==> config.mk <==
export PLATFORM = sky130hd
export DESIGN_NAME = amt_repair_ctrl
export DESIGN_NICKNAME = d
export VERILOG_FILES = /design/src/rtl/amt_repair_ctrl.sv
export SDC_FILE = /design/constraint.sdc
export NUM_CORES = 1
export LEC_CHECK = 0
export CAP_MARGIN = 20
export CELL_PAD_IN_SITES_DETAIL_PLACEMENT = 1
export CELL_PAD_IN_SITES_GLOBAL_PLACEMENT = 2
export CORE_MARGIN = 1.5
export CORE_UTILIZATION = 20
export CTS_CLUSTER_DIAMETER = 150
export DETAILED_ROUTE_END_ITERATION = 8
export MAX_ROUTING_LAYER = met4
export PLACE_DENSITY = 0.84
export SYNTH_ARGS = -nofsm -noshare
export SYNTH_HDL_FRONTEND = slang
export SYNTH_SLANG_ARGS = --single-unit
==> constraint.sdc <==
create_clock -name clk -period 2.4 [get_ports clk]
set_clock_uncertainty 0.2 [all_clocks]
set_input_delay 0.48 -clock clk [delete_from_list [all_inputs] [get_ports clk]]
set_output_delay 0.48 -clock clk [all_outputs]
set_load 0.05 [all_outputs]
==> src/rtl/amt_repair_ctrl.sv <==
// Walks the AMT N_PACKETS entries per cycle and copies each entry into the RMT,
// with the write trailing the AMT read by one registered pipeline stage.
module amt_repair_ctrl #(
  parameter int DEPTH     = 16,
  parameter int INDEX     = 4,
  parameter int WIDTH     = 8,
  parameter int N_PACKETS = 8
) (
  input  logic                                clk,
  input  logic                                reset,
  input  logic                                repairStart_i,
  input  logic                                amtReady_i,
  output logic                                repairFlag_o,
  output logic [N_PACKETS-1:0][INDEX-1:0]     repairAddr_o,
  input  logic [N_PACKETS-1:0][WIDTH-1:0]     repairData_i,
  output logic [N_PACKETS-1:0]                rmtWrEn_o,
  output logic [N_PACKETS-1:0][INDEX-1:0]     rmtWrAddr_o,
  output logic [N_PACKETS-1:0][WIDTH-1:0]     rmtWrData_o,
  output logic                                repairBusy_o,
  output logic                                repairDone_o
);

  // Wide enough that base + lane index and base + N_PACKETS never wrap.
  localparam int AW = INDEX + 1 + $clog2(N_PACKETS + 1);
  localparam logic [AW-1:0] DEPTH_W = AW'(DEPTH);
  localparam logic [AW-1:0] NPKT_W  = AW'(N_PACKETS);

  typedef enum logic [1:0] {IDLE, ISSUE, DRAIN} state_t;

  state_t                          state_reg;
  logic [AW-1:0]                   base_reg;
  logic                            pending_reg;

  logic [AW-1:0]                   base_step;
  logic [AW-1:0]                   issue_base;
  logic                            last_packet;
  logic                            start_go;
  logic [N_PACKETS-1:0]            cur_valid;
  logic [N_PACKETS-1:0][INDEX-1:0] cur_addr;
  logic [N_PACKETS-1:0][INDEX-1:0] next_addr;

  assign base_step   = base_reg + NPKT_W;
  assign last_packet = (base_step >= DEPTH_W);
  // Base of the packet whose addresses are presented in the following cycle.
  assign issue_base  = (state_reg == IDLE) ? '0 : base_step;
  assign start_go    = (repairStart_i | pending_reg) & amtReady_i;

  genvar gi;
  generate
    for (gi = 0; gi < N_PACKETS; gi++) begin : g_lane
      logic [AW-1:0] cur_sum;
      logic [AW-1:0] next_sum;
      assign cur_sum        = base_reg + AW'(gi);
      assign next_sum       = issue_base + AW'(gi);
      assign cur_valid[gi]  = (cur_sum < DEPTH_W);
      assign cur_addr[gi]   = cur_valid[gi] ? cur_sum[INDEX-1:0] : '0;
      assign next_addr[gi]  = (next_sum < DEPTH_W) ? next_sum[INDEX-1:0] : '0;
    end
  endgenerate

  always_ff @(posedge clk) begin
    if (reset) begin
      state_reg    <= IDLE;
      base_reg     <= '0;
      pending_reg  <= 1'b0;
      repairFlag_o <= 1'b0;
      repairAddr_o <= '0;
      rmtWrEn_o    <= '0;
      rmtWrAddr_o  <= '0;
      rmtWrData_o  <= '0;
      repairBusy_o <= 1'b0;
      repairDone_o <= 1'b0;
    end else begin
      case (state_reg)
        IDLE: begin
          rmtWrEn_o    <= '0;
          rmtWrAddr_o  <= '0;
          rmtWrData_o  <= '0;
          repairDone_o <= 1'b0;
          if (start_go) begin
            state_reg    <= ISSUE;
            base_reg     <= '0;
            pending_reg  <= 1'b0;
            repairFlag_o <= 1'b1;
            repairBusy_o <= 1'b1;
            repairAddr_o <= next_addr;
          end else if (repairStart_i) begin
            pending_reg <= 1'b1;
          end
        end
        ISSUE: begin
          rmtWrEn_o   <= cur_valid;
          rmtWrAddr_o <= cur_addr;
          for (int i = 0; i < N_PACKETS; i++)
            rmtWrData_o[i] <= cur_valid[i] ? repairData_i[i] : '0;
          if (last_packet) begin
            state_reg    <= DRAIN;
            repairFlag_o <= 1'b0;
            repairAddr_o <= '0;
            repairDone_o <= 1'b1;
          end else begin
            base_reg     <= base_step;
            repairAddr_o <= next_addr;
          end
        end
        DRAIN: begin
          state_reg    <= IDLE;
          base_reg     <= '0;
          repairBusy_o <= 1'b0;
          repairDone_o <= 1'b0;
          rmtWrEn_o    <= '0;
          rmtWrAddr_o  <= '0;
          rmtWrData_o  <= '0;
        end
        default: state_reg <= IDLE;
      endcase
    end
  end

endmodule

==> qor.yml <==
status: "finished clean"
power_density_nw_per_um2: 712
io_buffers: 196
path_class: "flop to output port"
ios: 207
setup_viol: 0
worst_slew_pin_slew_ns: 0.561
hpwl_microns: 9060
max_cap_viol_count: 0
cts.sinks: 107
worstSetupStartpointType: "flop"
wire_per_inst_microns: 14.9
clockBufferDepth: 2
worstSetupEndpointType: "output port"
p_leak_nw: 2.46
syn_avg_cell_area_sq_um: 9.66
numCtsBuffers: 9
fmaxAchievable_mhz: 433
cts_tree: "yes"
antenna_left: 0
regArea_sq_um: 2140
vdd_drop_max_mv: 0.319
path_max_fanout: 8
slowest_delay_ns: 0.85
placedInstanceArea_sq_um: 6010
clk_pin_slew_ns: 0.07
drive_above_1_share_pct: 6.56
die_width_microns: 144
dp_cells: 825
path_cells: "clkdlybuf4s50_1"
drv_slew: 0
utilization_pct: 32.7
hold_viol: 0
grt_pass1_vias: 3693
slowest_stage: "clkdlybuf4s50_1"
drc: 0
rsz0062_at_grt: "false"
area_growth_pct: 59.9
synth_cells: 413
yosysUniqueCellTypes: 36
critPathBufInv: 1
drt_iter0_drc: 150
netlist_top_cells_area: "dfxtp_1 54%, a22oi_1 12%, buf_4 7.7%"
path_delay_family: "buffers and inverters"
die_area_sq_um: 20800
n_antenna_cell: 0
final_nets: 646
grt_max_degree: 78
grt_use_total_pct: 12.1
gp_congestion: 0.801
cp.required_ns: 1.72
clock_latency_ns: 0.35
setup_tns_ns: 0
p_total_mw: 4.54
firstDrtPassIters: 4
min_period_over_period_pct: 96.2
synth.top_cell.area_share_pct: 53.7
rows: 51
synth_warnings: 0
hold_path.class: "input port to flop"
top_register: "rmtWrData_o"
nFillCells: 2239
postRouteWirelength_microns: 12500
period_needed_ns: 2.31
antenna_found_initial: 0
multi_input_area_sq_um: 1450
syn_area_sq_um: 3990
ys_seq_area_share_pct: 53.7
grt_pass1_wl_microns: 18900
via_count: 3599
layout_setup_ws_ns: 0.0923
fin_area_sq_um: 6380
yosysTopAreaCell: "dfxtp_1"
cts_root_buf: "clkbuf_16"
relSlewSlack_pct: 62.5
cp.arrival_ns: 1.63
finalNonFillerCells: 844
h-tree-depth: 3
whs_ns: 0.250
gr-total-overflow: 0
largest_reg_flops: 64
core-area_sq_um: 19500
vias_per_cell: 4.26
start_util_pct: 20.4
synth-seq-cells: 107
place_ws_ns: -0.204
die_height_microns: 144
reg.largest.list: "rmtWrData_o (64), repairAddr_o (18), rmtWrAddr_o (8)"
## report_power, final
part           leakage (nW)  internal (mW)  switching [mW]  total [mW]
logic                  1.44          0.376           0.623       0.999
registers             0.870           1.86          0.0571        1.92
clock network         0.155          0.944           0.684        1.63
## Yosys cell counts (all sizes together)
cell type,count
and3b,2
clkbuf,29
a21boi,2
a22o,5
o2111ai,1
a311o,1
a21oi,14
a22oi,64
inv,3
and2,8
nand3b,1
buf,42
conb,2
or4,2
o211ai,1
o21bai,1
nor3,5
a211oi,1
nand2,15
a21o,9
o31ai,2
o211a,2
nor2,76
a31oi,2
ha,4
nand4,1
nand2b,2
dfxtp,107
a2111oi,1
or3,1
and3,5
o21ai,2
## cell families after synthesis
| logic type | after synthesis | synth area share [%] |
|---|---|---|
| adders and majority gates | 4 | 1.25 |
| other | 2 | 0.188 |
| AOI/OAI and AO/OA | 108 | 20.8 |
| and+or+nand+nor | 118 | 13.1 |
| buffers and inverters | 74 | 11.0 |
| DFF | 107 | 53.7 |
## path summary, 6_finish.rpt
path	from	end	slack (ns)	depth (start not counted)
max reg2reg	base_reg[3]	repairAddr_o[20]	0.11	9
max	rmtWrAddr_o[2]	rmtWrAddr_o[8]	0.09	1
min reg2reg	repairAddr_o[3]	repairAddr_o[3]	0.26	2
min	reset	state_reg[0]	0.25	2
## area by class of cell
cell class	instances	share of cell area, %
clock inverter	6	1.39
clock buffer	10	3.75
inverter	3	0.177
tap	265	5.20
sequential	107	33.6
multi-input combinational	242	22.8
timing repair buffer	211	33.1
## routing by layer
metal | share of wire [%] | wire length, microns | GRT usage, %
met5 | 0 | 0 | -
met4 | 1.4 | 175 | 4.09
met3 | 5.5 | 685 | 3.18
met2 | 53 | 6620 | 22.0
met1 | 40 | 5060 | 12.5
## placed cells by master, fill, tap and decap left out, types with 2 or more instances in the layout
cell type	n
a22o_1	5
clkinvlp_4	2
a21boi_1	2
o21ai_0	2
clkdlybuf4s50_1	192
conb_1	12
a31oi_1	2
a21o_1	9
a22oi_1	64
buf_12	3
nand2_1	15
ha_1	4
nor3_1	4
dlymetal6s2s_1	3
inv_1	3
and2_1	7
and3_1	5
buf_4	12
clkbuf_16	9
nor2_1	76
dfxtp_1	107
bufinv_16	2
a21oi_1	14
o211a_1	2
and3b_1	2
nand2b_1	2
## what timing repair did
item | CTS | global route
buffers inserted | 3 | 0
endpoints found under the hold margin | 0 | 0
resized for setup | 0 | 3
hold buffers | 0 | 0
pin swaps | 1 | 0
endpoints found under the setup margin | 13 | 7
cloned | 0 | 0
(Power assumes the default switching activity.)
